==> src/rtl/instr_fetch_queue.sv <==
// Instruction fetch front end: a three-state fetch FSM issuing one cache request at a time
// into a small FIFO of {pc, instruction} entries, flushed by branch/jump redirects.
module instr_fetch_queue #(
   parameter int          DEPTH    = 4,
   parameter logic [15:0] RESET_PC = 16'h0000
) (
   input  logic                     clk,
   input  logic                     reset_n,
   output logic                     cpu_read_m1,
   output logic                     cpu_valid1,
   output logic [15:0]              cpu_address1,
   input  logic [15:0]              cpu_data1,
   input  logic                     cpu_inputReady1,
   input  logic                     redirect,
   input  logic [15:0]              redirect_pc,
   input  logic                     deq,
   output logic                     inst_valid,
   output logic [15:0]              inst_out,
   output logic [15:0]              inst_pc,
   output logic [1:0]               o_dbg_state,
   output logic [$clog2(DEPTH):0]   o_dbg_count
);

   localparam int PTR_W = $clog2(DEPTH);
   localparam int CNT_W = PTR_W + 1;
   localparam logic [CNT_W-1:0] FULL_CNT = CNT_W'(DEPTH);

   // Handshake: a request is valid while cpu_valid1=1 and cpu_address1 is held stable until
   // the cache answers with cpu_inputReady1=1 (data valid in that same cycle); only one request
   // is ever outstanding. deq pops the head entry when inst_valid=1 and is ignored otherwise.
   typedef enum logic [1:0] {
      S_IDLE = 2'd0,
      S_REQ  = 2'd1,
      S_DROP = 2'd2
   } state_t;

   state_t             r_state;
   logic               r_valid;
   logic [15:0]        r_fetch_pc;
   logic [15:0]        r_pending_pc;
   logic [CNT_W-1:0]   r_count;
   logic [PTR_W-1:0]   r_rd_ptr;
   logic [PTR_W-1:0]   r_wr_ptr;
   logic [15:0]        r_mem_pc   [DEPTH];
   logic [15:0]        r_mem_data [DEPTH];

   logic               w_enq;
   logic               w_deq;
   logic [CNT_W-1:0]   w_count_after;

   // A redirect overrides both enqueue and dequeue in the same cycle.
   assign w_enq         = (r_state == S_REQ) && cpu_inputReady1 && !redirect;
   assign w_deq         = deq && (r_count != '0) && !redirect;
   assign w_count_after = r_count + CNT_W'(1) - CNT_W'(w_deq);

   always_ff @(posedge clk or posedge reset_n) begin
      if (reset_n) begin
         r_state      <= S_IDLE;
         r_valid      <= 1'b0;
         r_fetch_pc   <= RESET_PC;
         r_pending_pc <= RESET_PC;
      end else begin
         case (r_state)
            S_IDLE: begin
               if (redirect) begin
                  r_fetch_pc <= redirect_pc;
               end else if (r_count < FULL_CNT) begin
                  r_state <= S_REQ;
                  r_valid <= 1'b1;
               end
            end
            S_REQ: begin
               if (redirect) begin
                  if (cpu_inputReady1) begin
                     r_fetch_pc <= redirect_pc;
                     r_state    <= S_IDLE;
                     r_valid    <= 1'b0;
                  end else begin
                     // The miss is still in flight; keep the address and wait it out in DROP.
                     r_pending_pc <= redirect_pc;
                     r_state      <= S_DROP;
                  end
               end else if (cpu_inputReady1) begin
                  r_fetch_pc <= r_fetch_pc + 16'd1;
                  if (w_count_after >= FULL_CNT) begin
                     r_state <= S_IDLE;
                     r_valid <= 1'b0;
                  end
               end
            end
            S_DROP: begin
               if (cpu_inputReady1) begin
                  r_fetch_pc <= redirect ? redirect_pc : r_pending_pc;
                  r_state    <= S_IDLE;
                  r_valid    <= 1'b0;
               end else if (redirect) begin
                  r_pending_pc <= redirect_pc;
               end
            end
            default: begin
               r_state <= S_IDLE;
               r_valid <= 1'b0;
            end
         endcase
      end
   end

   always_ff @(posedge clk or posedge reset_n) begin
      if (reset_n) begin
         r_count  <= '0;
         r_rd_ptr <= '0;
         r_wr_ptr <= '0;
         for (int i = 0; i < DEPTH; i++) begin
            r_mem_pc[i]   <= '0;
            r_mem_data[i] <= '0;
         end
      end else if (redirect) begin
         r_count  <= '0;
         r_rd_ptr <= '0;
         r_wr_ptr <= '0;
      end else begin
         if (w_enq) begin
            r_mem_pc[r_wr_ptr]   <= r_fetch_pc;
            r_mem_data[r_wr_ptr] <= cpu_data1;
            r_wr_ptr             <= r_wr_ptr + PTR_W'(1);
         end
         if (w_deq) begin
            r_rd_ptr <= r_rd_ptr + PTR_W'(1);
         end
         r_count <= r_count + CNT_W'(w_enq) - CNT_W'(w_deq);
      end
   end

   a_no_overflow: assert property (@(posedge clk) disable iff (reset_n) !(w_enq && (r_count == FULL_CNT)))
      else $error("instr_fetch_queue: enqueue attempted while queue is full");

   assign cpu_valid1   = r_valid;
   assign cpu_read_m1  = r_valid;
   assign cpu_address1 = r_fetch_pc;
   assign inst_valid   = (r_count != '0);
   assign inst_out     = r_mem_data[r_rd_ptr];
   assign inst_pc      = r_mem_pc[r_rd_ptr];
   assign o_dbg_state  = r_state;
   assign o_dbg_count  = r_count;

endmodule

==> config.mk <==
export PLATFORM = sky130hd
export DESIGN_NAME = instr_fetch_queue
export DESIGN_NICKNAME = d
export VERILOG_FILES = /design/src/rtl/instr_fetch_queue.sv
export SDC_FILE = /design/constraint.sdc
export NUM_CORES = 1
export LEC_CHECK = 0
export ABC_AREA = 0
export BUFFER_PORTS_ARGS = -buffer_cell sky130_fd_sc_hd__buf_2
export CELL_PAD_IN_SITES_DETAIL_PLACEMENT = 1
export CELL_PAD_IN_SITES_GLOBAL_PLACEMENT = 1
export CORE_UTILIZATION = 44
export CTS_CLUSTER_SIZE = 24
export DETAILED_ROUTE_END_ITERATION = 12
export GPL_TIMING_DRIVEN = 0
export PLACE_DENSITY = 0.76
export SETUP_SLACK_MARGIN = 0.4
export SLEW_MARGIN = 20
export SYNTH_ARGS = -nofsm -noshare
export SYNTH_HDL_FRONTEND = slang
export SYNTH_SLANG_ARGS = --single-unit
==> constraint.sdc <==
create_clock -name clk -period 4.7 [get_ports clk]
set_input_delay 0.235 -clock clk [delete_from_list [all_inputs] [get_ports clk]]
set_output_delay 0.235 -clock clk [all_outputs]
set_load 0.03 [all_outputs]
# Word level (Yosys, flattened, before mapping)
# Cells that the tools add are included.
dict set report totals {
  reg_bits 170
  inputBits 37
  output_inout_bits 56
  word_cells 100
}
dict set report classes {
  add_sub_neg 7
  order_cmp 5
  n_eq_ne 12
  muxes 41
  bitwise 3
  n_reduce_logical 17
}
# cell count
set ops {}
lappend ops {{$mux 16} 14}
lappend ops {{$bwmux 64} 2}
lappend ops {{$bmux 16 s2} 2}
lappend ops {{$pmux 16 s3} 1}
lappend ops {{$demux 16 s2} 1}
lappend ops {{$pmux 16 s2} 1}
lappend ops {{$mux 2} 11}
lappend ops {{$add 16x1->16 const B} 1}
lappend ops {{$ne 2x2->1 const B} 8}
lappend ops {{$reduce_and 4->1} 3}
lappend ops {{$ge 3x3->1 const B} 3}
lappend ops {{$mux 1} 6}
lappend ops {{$not 2->3} 2}
lappend ops {{$pmux 2 s3} 1}
lappend ops {{$reduce_bool 2->1} 3}
lappend ops {{$reduce_bool 3->1} 2}
lappend ops {{$sub 3x1->3} 2}
lappend ops {{$logic_and 1x1->1} 5}
lappend ops {{$reduce_and 5->1} 1}
lappend ops {{$add 2x1->2 const B} 2}
lappend ops {{$add 3x1->3} 1}
lappend ops {{$add 3x1->3 const B} 1}
lappend ops {{$lt 3x1->1 const B} 1}
lappend ops {{$lt 3x3->1 const B} 1}
lappend ops {{10 further kinds} 10}

# Depth between registers and ports, before layout
# Gate-level depths: netlist of run 1.
dict set report depth {
  ltp_word 9
  depth_mapped 13
  mapped_depth_nobuf 12
}

# Least setup slack after synthesis of run 1
# OpenSTA, ideal clock, no wires.
dict set report synth_timing {
  path_type {reg2reg}
  startpoint {register r_count[1] (netlist: o_dbg_count[1])}
  endpoint {register r_count[2] (netlist: o_dbg_count[2])}
  setup_time_ps 121
  arrival_ps 2338
  required_ps 4579
  path_slack_ps 2241
  stages_incl_launch_ff 11
  n_path_buf 0
  synth_period_minus_slack_ps 2459
  path_cell_list {dfrtp_1 > or3_1 > nand2_1 > nor2_1 > ha_1 > inv_1 > ha_1 > inv_1 > fa_1 > xnor2_1 > nor2_1}
}
dict set report synth_between {
  elab_chain_len 5
  elab_cells_between_ends 6
  cone_classes {2 x add/sub; 1 x mux; 3 x reduce/logical}
}
# element line_no
set synth_lines {}
lappend synth_lines {{from (decl)} 41} ;# logic [CNT_W-1:0] r_count;
lappend synth_lines {{from (signal assigned)} 130} ;# r_count <= r_count + CNT_W'(w_enq) - CNT_W'(w_deq);
lappend synth_lines {{$reduce_bool 3->1} -}
lappend synth_lines {{via inst_valid} 17} ;# output logic inst_valid,
lappend synth_lines {{$logic_and 1x1->1 (2 in series)} 53} ;# assign w_deq = deq && (r_count != '0) && !redirect;
lappend synth_lines {{$sub 3x1->3} 130}
lappend synth_lines {{$mux 3} 117} ;# end else if (redirect) begin
# The timed path passes the listed nets, and every way through them passes these cells.
# A chain may end at the register's enable or synchronous reset.

# Worst setup path in the final report of run 1
dict set report layout_timing {
  startpoint {register r_rd_ptr[0]}
  endpoint {output inst_pc[3]}
}
dict set report layout_between {
  elab_chain_len 4
}
# element line_no
set layout_lines {}
lappend layout_lines {{from (decl)} 42} ;# logic [PTR_W-1:0] r_rd_ptr;
lappend layout_lines {{from (signal assigned)} 128} ;# r_rd_ptr <= r_rd_ptr + PTR_W'(1);
lappend layout_lines {{$not 2->3 (not written as such)} 142} ;# assign inst_pc = r_mem_pc[r_rd_ptr];
lappend layout_lines {{$bmux 16 s2} 142}
lappend layout_lines {{$mux 16 (not written as such) (2 in series)} 142}
lappend layout_lines {{to (decl)} 19} ;# output logic [15:0] inst_pc,
# No other way between the ends. The select of a mux whose other input is x is not followed.

==> metrics.md, run 1 <==
| Metric | Value |
|---|---|
| CP Cell Sequence | `clkbuf_1 -> buf_2 -> mux4_2 -> buf_2` |
| CTS tree | `built` |
| Die area | `between 15000 and 20000 um^2` |
| Worst path max stage delay | `about 0.6 ns` |
| Root Buffer | `clkbuf_16` |
| Total congestion overflow | `0` |
| Syn avg cell area | `~13 um^2` |
| Crit path DAT | `2.39 ns` |
| FF+latch count, synth | `170` |
| CTS Sinks | `between 150 and 200` |
| Cell Area, Synth | `about 8000 um^2` |
| Startpoint types | `flop` |
| Post-route antenna net violation count | `0` |
| Crit path top cell by count | `buf_2` |
| Pins Over Slew Limit | `0` |
| Syn_nets | `about 670` |
| Setup TNS | `0 ns` |
| Vias/cell | `between 5 and 6` |
| Max_cap viols | `0` |
| Vias in the first global route | `between 6000 and 7000` |
| Drc violations | `18` |
| Top_reg_cell synth | `dfrtp_1` |
| Synth area leader | `dfrtp_1` |
| Netlist cell types | `52` |
| IO Pins | `93` |
| Drt first-iter violations | `220` |
| Sequential fraction of the synthesis area | `between 50% and 60%` |
| CP required | `between 4 and 5 ns` |
| Detailed Route WL | `between 20000 and 25000 um` |
| Maximum vdd drop | `0.000316 V` |
| CTS H-Tree Depth | `4` |
| Antenna violations before repair | `0` |
| Post-cts resize count | `0` |
| Clock Skews | `0.0116 ns` |
| Pleak | `around 0.0045 uW` |
| Slew headroom | `between 30 and 40%` |
| Hold Path Class | `input port to flop` |
| RD Place Congestion | `0.886` |
| RSZ-0062 raised after global routing | `no` |
| Routed wire per std cell | `about 21 um` |
| Async SR Flop Fraction | `100%` |
| First-pass GRT wire length | `~34000 um` |
| Largest net degree at the start of global routing | `37` |
| Number of detailed-route iterations in the first pass | `8` |
| Syn Inst Count | `615` |
| Final layout net count | `~780` |
| Synth top cells by count | `dfrtp_1 (170), mux2_2 (140), mux4_2 (32), nand2_1 (32), o21ai_0 (27)` |
| Slew @ Worst Pin | `between 0.9 and 1 ns` |
| Fraction of layout cells with a size suffix above 1 | `a little under half` |
| Vias | `between 5000 and 6000` |
| Yosys warning count | `0` |
| Clk slew on worst S/H paths | `about 0.07 ns` |
| Die extent in y | `between 100 and 150 um` |
| Global Route Usage Sum | `23.1%` |
| Post-detail-place hpwl | `about 15000 um` |
| Cell with the most instances after synthesis | `dfrtp_1` |
| Hold Violations, Final | `0` |
| # rows | `between 40 and 50` |
| Final Cycle Share | `between 50% and 60%` |
| Area grow syn2layout | `17.7%` |
| CP Max Fanout | `10` |
| Ant diodes | `0` |
| Setup bufs post-CTS | `0` |
| Total core area | `18100 um^2` |
| Status | `finished with violations` |
| Clk_lat worst skew | `about 0.43 ns` |
| TritonCTS buffer count | `17` |
| Highest clock rate | `between 300 and 400 MHz` |
| Worst setup EP type | `primary output` |
| Design area | `about 9600 um^2` |
| Final setup viols | `0` |
| Initial Util | `around 45%` |
| Pwr Density | `719 nW/um^2` |
| CP Class | `flop to primary output` |
| Synth top area cells | `dfrtp_1 (52%), mux2_2 (19%), mux4_2 (8.8%), ha_1 (1.8%), o21ai_0 (1.6%)` |
| Buffers added on ports | `just over 90` |
| Post-synth top area share | `between 50% and 60%` |
| EDFF count, synth | `0` |
| Violated checks | `design-rule violations` |
| Min Tclk post-route | `2.62 ns` |
| DP Area | `between 9000 and 10000 um^2` |
| Die width | `between 100 and 150 um` |
| Hold_buf cts | `1` |
| CTS max path bufs | `2` |
| Crit-path slowest cell | `mux4_2` |
## routing by layer
layer  GRT usage [%]  vias to the layer above  part of all wire [%]
met5               0                        -                     0
met4            6.45                        0                   1.1
met3            3.74                       19                   2.8
met2            41.1                      100                    53
met1            29.1                     2884                    43
li1                -                     2498                     -
## worst paths after layout
kind,startpoint,to,slack (ns),cells past startpoint
max in group asynchronous,reset_n,r_mem_data[44],3.50,5
worst max register to register,o_dbg_state[0],cpu_address1[14],2.12,7
worst min-delay path,redirect_pc[0],r_pending_pc[0],0.06,2
min in group asynchronous,reset_n,r_rd_ptr[1],0.40,3
worst min register to register,r_mem_data[44],r_mem_data[44],0.51,1
worst max-delay path,r_rd_ptr[0],inst_pc[3],2.08,4
## area by class of cell
cell class / count / area, um^2
Timing Repair Buffer: 97 / 573
Clock buffer: 18 / 439
Clock inverter: 13 / 145
Buffer: 45 / 230
Multi-Input combinational cell: 385 / 3660
Sequential cell: 170 / 4250
Tap cell: 229 / 287
Fill cell: 1824 / 8440
Inverter: 15 / 60.1
## stage by stage
stage	hold WS, ns	setup WS, ns	std cells	util, %	power [uW]
after floorplan	0.352	2.24	615	-	4650
after global placement	0.460	1.43	935	49.5	5380
after detailed placement	0.307	1.97	940	50.1	5580
after CTS	0.0468	2.01	972	53.3	7000
after global routing	0.0641	1.92	972	53.3	7340
final	0.0603	2.08	972	53.3	6940
## state kept, by name (all words and copies together) (netlist names)
| register | cells |
|---|---|
| r_pending_pc | 16 |
| cpu_address1 | 16 |
| o_dbg_count | 3 |
| r_rd_ptr | 2 |
| o_dbg_state | 2 |
| r_wr_ptr | 2 |
| r_mem_pc | 64 |
| r_mem_data | 64 |
| cpu_read_m1 | 1 |
## cells in the final DEF (no fill, tap or decap), types with 14 or more instances in the layout
master and n:
dfrtp_1 170, mux4_2 32, nor2_1 20, nand2_1 32, buf_2 116, o21ai_0 27, clkbuf_16 17, mux2_2 140
clkbuf_1 15, inv_1 14
## cells by family (layout without fill, tap and decap cells)
logic type	Yosys count	in the layout	synth area share (%)
xor+xnor	10	10	1.07
mux	174	174	28.3
compound gates	88	88	7.46
flops	170	170	51.9
buf+inv	60	188	3.49
simple gates	100	100	5.75
fa+ha+maj	13	13	2.08
## worst max-delay path, delay by kind of cell, from the launching register on
| family | cells | cell delay (ns) |
|---|---|---|
| flip-flops | 1 | 0.32 |
| buffers and inverters | 3 | 1.05 |
| multiplexers | 1 | 0.59 |
## report_power, final
group | total (uW) | internal [uW] | leakage [uW] | switching [uW]
logic | 3130 | 1320 | 0.00200 | 1810
registers | 2410 | 2030 | 0.00220 | 381
clock network | 1400 | 798 | 0.000267 | 600
Note: power is estimated with default switching activity, not from simulation.
==> run 2: changes to the inputs <==
clock period = 2.28 ns   (was 4.7 ns; I/O delays follow)
==> run 2 against run 1 <==
Sequential power is 110% higher. Hold slack got worse by 0.027 ns. Largest power group unchanged. Largest cell class unchanged. Combinational power grew to 3.0 times the previous value. Global-route usage grew 2.7 points. The run still ends with design-rule violations left.
==> metrics.md, run 2 (same netlist as run 1, synthesis figures left out) <==
| Metric | Value |
|---|---|
| Antenna violations before repair | `0` |
| Buffers added on ports | `between 90 and 100` |
| Worst Hold Path Cells | `2` |
| Post-route antenna net violation count | `0` |
| Clk pwr share | `between 10% and 20%` |
| Initial Util | `a little under half` |
| Final Cycle Share | `98.0%` |
| CTS Sinks | `170` |
| Die extent in y | `roughly 140 um` |
| TritonCTS buffer count | `17` |
| RSZ-0062 raised after global routing | `yes` |
| CTS max path bufs | `2` |
| Pint | `between 10000 and 15000 uW` |
| Min Tclk post-route | `2.24 ns` |
| Hold Path Class | `input port to flop` |
| Slew headroom | `between 60% and 70%` |
| Area grow syn2layout | `42.3%` |
| Commonest non-fill, non-tap cell in the layout | `dfrtp_1` |
| Slew @ Worst Pin | `approximately 0.56 ns` |
| Root Buffer | `clkbuf_16` |
| IO Pins | `93` |
| CP Max Fanout | `5` |
| Largest net degree at the start of global routing | `38` |
| Total congestion overflow | `0` |
| Total core area | `18100 um^2` |
| Hold slack | `0.0336 ns` |
| Psw | `6970 uW` |
| Startpoint types | `flop` |
| FF/Latch Area | `4260 um^2` |
| CP required | `between 2 and 3 ns` |
| Hold Violations, Final | `0` |
| Drc violations | `18` |
| Worst setup EP type | `flop` |
| Maximum vdd drop | `0.000734 V` |
| Largest registers | `r_mem_data x64, r_mem_pc x64` |
| Sequential Power Share | `between 20 and 30%` |
| Post-layout power | `between 15000 and 20000 uW` |
| CP Class | `flop to flop` |
| CTS H-Tree Depth | `4` |
| Non-Filler Instances | `1069` |
| Vias in the first global route | `6566` |
| RD Place Congestion | `around 0.83` |
| Post-detail-place hpwl | `around 15000 um` |
| Vias | `6225` |
| Most frequent cells in the layout | `dfrtp_1 (165), mux2_2 (139), buf_2 (68)` |
| Routed wire per std cell | `roughly 26 um` |
| Clk_lat worst skew | `roughly 0.44 ns` |
| Sw frac | `40.1%` |
| Area taken by multi-input logic gates | `roughly 4000 um^2` |
| Final setup viols | `0` |
| Ant diodes | `0` |
| Number of detailed-route iterations in the first pass | `10` |
| Pleak | `roughly 0.0054 uW` |
| Fraction of layout cells with a size suffix above 1 | `54.6%` |
| Highest clock rate | `roughly 450 MHz` |
| First-pass GRT wire length | `between 30000 and 40000 um` |
| Clock Skews | `between 0.01 and 0.015 ns` |
| Worst Reg-to-Reg Cells | `8` |
| Max_cap viols | `0` |
| Detailed Route WL | `around 28000 um` |
| Vias/cell | `roughly 5.8` |
| Pwr Density | `around 1500 nW/um^2` |
| Die area | `between 15000 and 20000 um^2` |
| Global Route Usage Sum | `25.8%` |
| Status | `finished with violations` |
| CTS tree | `built` |
| Violated checks | `design-rule violations` |
| Pins Over Slew Limit | `0` |
| Drt first-iter violations | `approximately 350` |
| Combinational group share of total power | `a little over half` |
| # rows | `approximately 50` |
| Final layout net count | `878` |
| Clk slew on worst S/H paths | `~0.07 ns` |
| Cell total after placement | `940` |
| Die width | `139 um` |
| Crit path DAT | `~2.6 ns` |
| Layout fillers | `between 1500 and 2000` |
==> run 2: path summary, 6_finish.rpt <==
check	slack, ns	to	startpoint
worst max-delay path	0.04	cpu_address1[13]	o_dbg_state[0]
worst max register to register	0.04	cpu_address1[13]	o_dbg_state[0]
min in group asynchronous	0.16	r_rd_ptr[0]	reset_n
worst min register to register	0.49	r_mem_pc[48]	r_mem_pc[48]
max in group asynchronous	1.36	cpu_address1[1]	reset_n
worst min-delay path	0.03	o_dbg_state[1]	cpu_inputReady1
==> run 2: worst max-delay path, cell delays in order (launching register included) <==
cell and delay, ns:
dfrtp_2 0.45, ha_4 0.17, buf_6 0.12, buf_12 0.12
o21ba_4 0.20, or3_4 0.37, bufbuf_16 0.29, o311ai_2 0.28
a2bb2oi_2 0.09
==> run 2: timing repair <==
item / 4_1_cts / 5_1_grt
setup buffers: 24 / 24
setup endpoints to repair: 197 / 155
hold endpoints to repair: 187 / 0
gates resized for setup: 165 / 89
pin swaps: 12 / 12
gates cloned: 5 / 13
hold buffers: 32 / 0
==> run 2: per-layer routing <==
metal / up-vias / part of all wire (%) / track usage [%]
met2: 174 / 55 / 46.5
met3: 49 / 3.3 / 4.95
met5: - / 0 / 0
met4: 0 / 2.4 / 8.10
li1: 2707 / - / -
met1: 3295 / 39 / 31.0
==> run 2: area by class of cell <==
cell class / count / area share [%]
sequential: 170 / 36.5
multi-input combinational: 387 / 34.2
timing repair buffer: 192 / 16.6
buffer: 45 / 4.69
clock buffer: 17 / 3.65
tap: 229 / 2.46
clock inverter: 14 / 1.39
inverter: 15 / 0.536
==> run 2: per-stage QoR <==
| stage | utilization [%] | setup TNS [ns] | area, um^2 | worst slack, ns |
|---|---|---|---|---|
| 3_5_place_dp | 50.1 | -1.90 | 9050 | -0.359 |
| 4_1_cts | 60.0 | 0 | 10900 | 0.0921 |
| 6_report | 64.5 | 0 | 11700 | 0.0447 |
| 3_3_place_gp | 49.5 | -152.30 | 8950 | -0.899 |
| 5_1_grt | 64.5 | 0 | 11700 | 0.0257 |
| 2_1_floorplan | - | -0.628 | 8210 | -0.112 |
==> run 2: power by group through the flow <==
stage	Clock, uW	Sequential [uW]	Combinational (uW)
finish	3010	5090	9290
global placement	0	4850	6270
floorplan	0	5060	4540
global route	3160	5200	9770
detailed placement	0	4990	6490
CTS	2980	4950	8340
==> run 3: changes to the inputs <==
CORE_UTILIZATION = 50   (was 44)
CTS_BUF_LIST = sky130_fd_sc_hd__clkbuf_2 sky130_fd_sc_hd__clkbuf_4 sky130_fd_sc_hd__clkbuf_8   (was default)
PLACE_DENSITY = 0.81   (was 0.76)
clock period = 2.53 ns   (was 2.28 ns; I/O delays follow)
==> run 3 against run 2 <==
The run now ends clean. Critical path depth increased by 1. Utilization rose by 0.60 points. Sequential power shrank 13%. Non-clock buffer count shrank 37. Cell count is 4.8% lower. Total power is 23% lower. Worst setup slack improved by 0.29 ns. Final area decreased by 11%. Sequential cell count stayed put. Clock power down 32%. Critical path type unchanged. Largest cell class unchanged.
==> metrics.md, run 3 (same netlist as run 1, synthesis figures left out) <==
| Metric | Value |
|---|---|
| Status | `finished clean` |
| Buffers added on ports | `91` |
| Slew @ Worst Pin | `~0.62 ns` |
| Setup TNS | `0 ns` |
| Global Route Usage Sum | `approximately 27%` |
| Final setup viols | `0` |
| Detailed Route WL | `approximately 22000 um` |
| CP Max Fanout | `4` |
| Clk slew on worst S/H paths | `roughly 0.09 ns` |
| Setup slack after layout | `0.334 ns` |
| Psw | `~5400 uW` |
| Layout fillers | `1563` |
| Routed wire per std cell | `between 20 and 25 um` |
| R2R Setup Slk | `0.33 ns` |
| Largest registers | `r_mem_data x64, r_mem_pc x64` |
| Sw frac | `~40%` |
| Worst setup EP type | `flop` |
| Min Tclk post-route | `approximately 2.2 ns` |
| Core Util, Final | `65.1%` |
| RSZ-0062 raised after global routing | `yes` |
| Pre-CTS WS | `-0.127 ns` |
| Pleak | `approximately 0.0048 uW` |
| Hold Violations, Final | `0` |
| Vias | `just under 6000` |
| Hold Path Class | `input port to flop` |
| CTS Sinks | `170` |
| Post-route antenna net violation count | `0` |
| Initial Util | `~51%` |
| Crit path DAT | `about 2.5 ns` |
| Combinational group share of total power | `about half` |
| Ant diodes | `0` |
| Final Cycle Share | `between 80 and 90%` |
| Die area | `roughly 17000 um^2` |
| Number of detailed-route iterations in the first pass | `7` |
| TritonCTS buffer count | `17` |
| Clk pwr share | `15.3%` |
| CP Class | `flop to flop` |
| Root Buffer | `clkbuf_8` |
| Maximum vdd drop | `~0.00095 V` |
| Post-detail-place hpwl | `around 15000 um` |
| Largest net degree at the start of global routing | `37` |
| CP required | `~2.9 ns` |
| Startpoint types | `flop` |
| First-pass GRT wire length | `34300 um` |
| Total core area | `roughly 16000 um^2` |
| Drc violations | `0` |
| Most frequent cells in the layout | `dfrtp_1 (167), mux2_2 (140), buf_2 (102)` |
| CTS tree | `built` |
| Antenna violations before repair | `0` |
| Final layout net count | `839` |
| Die width | `130 um` |
| Die extent in y | `between 100 and 150 um` |
| Max_cap viols | `0` |
| Vias/cell | `about 5.7` |
| Total congestion overflow | `0` |
| IO Pins | `93` |
| Highest clock rate | `about 460 MHz` |
| Clock Skews | `approximately 0.010 ns` |
| Hold slack | `between 0.05 and 0.06 ns` |
| Pins Over Slew Limit | `0` |
| Slew headroom | `between 50% and 60%` |
| Drt first-iter violations | `~210` |
| Pint | `approximately 7900 uW` |
| # rows | `46` |
| Post-layout power | `~13000 uW` |
| Pwr Density | `about 1300 nW/um^2` |
| Vias in the first global route | `roughly 6500` |
| RD Place Congestion | `roughly 0.88` |
| Clk_lat worst skew | `approximately 0.46 ns` |
| Fraction of layout cells with a size suffix above 1 | `51.1%` |
| Commonest non-fill, non-tap cell in the layout | `dfrtp_1` |
| Sequential Power Share | `between 30% and 40%` |
| CTS H-Tree Depth | `4` |
| Area grow syn2layout | `26.6%` |
| CTS max path bufs | `2` |
## run 3: layout make-up
type | count | area, um^2 | area share [%]
repair buffers | 155 | 1130 | 10.9
multi-input cells | 385 | 3890 | 37.4
plain buffers | 45 | 340 | 3.28
well taps | 216 | 270 | 2.60
clock inverters | 12 | 165 | 1.59
clock buffers | 20 | 263 | 2.53
inverters | 15 | 62.6 | 0.603
flip-flops and latches | 170 | 4260 | 41.0
## run 3: through the flow
stage / cells / instance area, um^2
floorplan: 615 / 8210
finish: 1018 / 10400
global route: 1018 / 10400
CTS: 1009 / 10200
global placement: 922 / 8930
detailed placement: 927 / 9040
## run 3: what timing repair did
item | 4_1_cts | 5_1_grt
hold endpoints to repair | 110 | 0
resized for setup | 66 | 44
hold buffers | 34 | 0
setup endpoints to repair | 169 | 117
setup buffers | 15 | 9
gates cloned | 1 | 0
pin swaps | 9 | 6
## run 3: layer usage
metal / routed length (um) / up-vias / global-route usage, %
li1: - / 2604 / -
met1: 8720 / 2988 / 31.1
met2: 11600 / 138 / 50.1
met3: 730 / 42 / 5.37
met4: 552 / 0 / 9.92
met5: 0 / - / 0
## run 3: final timing paths
check / from / endpoint / cells after the start
setup reg to reg: o_dbg_state[1] / cpu_address1[11] / 9
hold reg to reg: r_mem_pc[0] / r_mem_pc[0] / 2
max in group asynchronous: reset_n / r_mem_pc[6] / 6
min in group asynchronous: reset_n / r_rd_ptr[0] / 3
setup / recovery: o_dbg_state[1] / cpu_address1[11] / 9
hold / removal: deq / r_rd_ptr[0] / 4
## run 3: power by group through the flow
stage          sequential (uW)  combinational [uW]  clock [uW]
2_1_floorplan             4560                4090           0
3_3_place_gp              4360                5600           0
3_5_place_dp              4490                5850           0
4_1_cts                   4430                6580        2100
5_1_grt                   4580                7350        2200
6_report                  4450                6850        2050
## run 3: worst max-delay path: stages, from the launching register on
cell	delay [ns]
dfrtp_2	0.44
buf_6	0.13
ha_4	0.14
buf_6	0.11
o21ba_4	0.19
or3_4	0.34
buf_8	0.14
buf_12	0.12
a21o_1	0.14
a221o_1	0.32
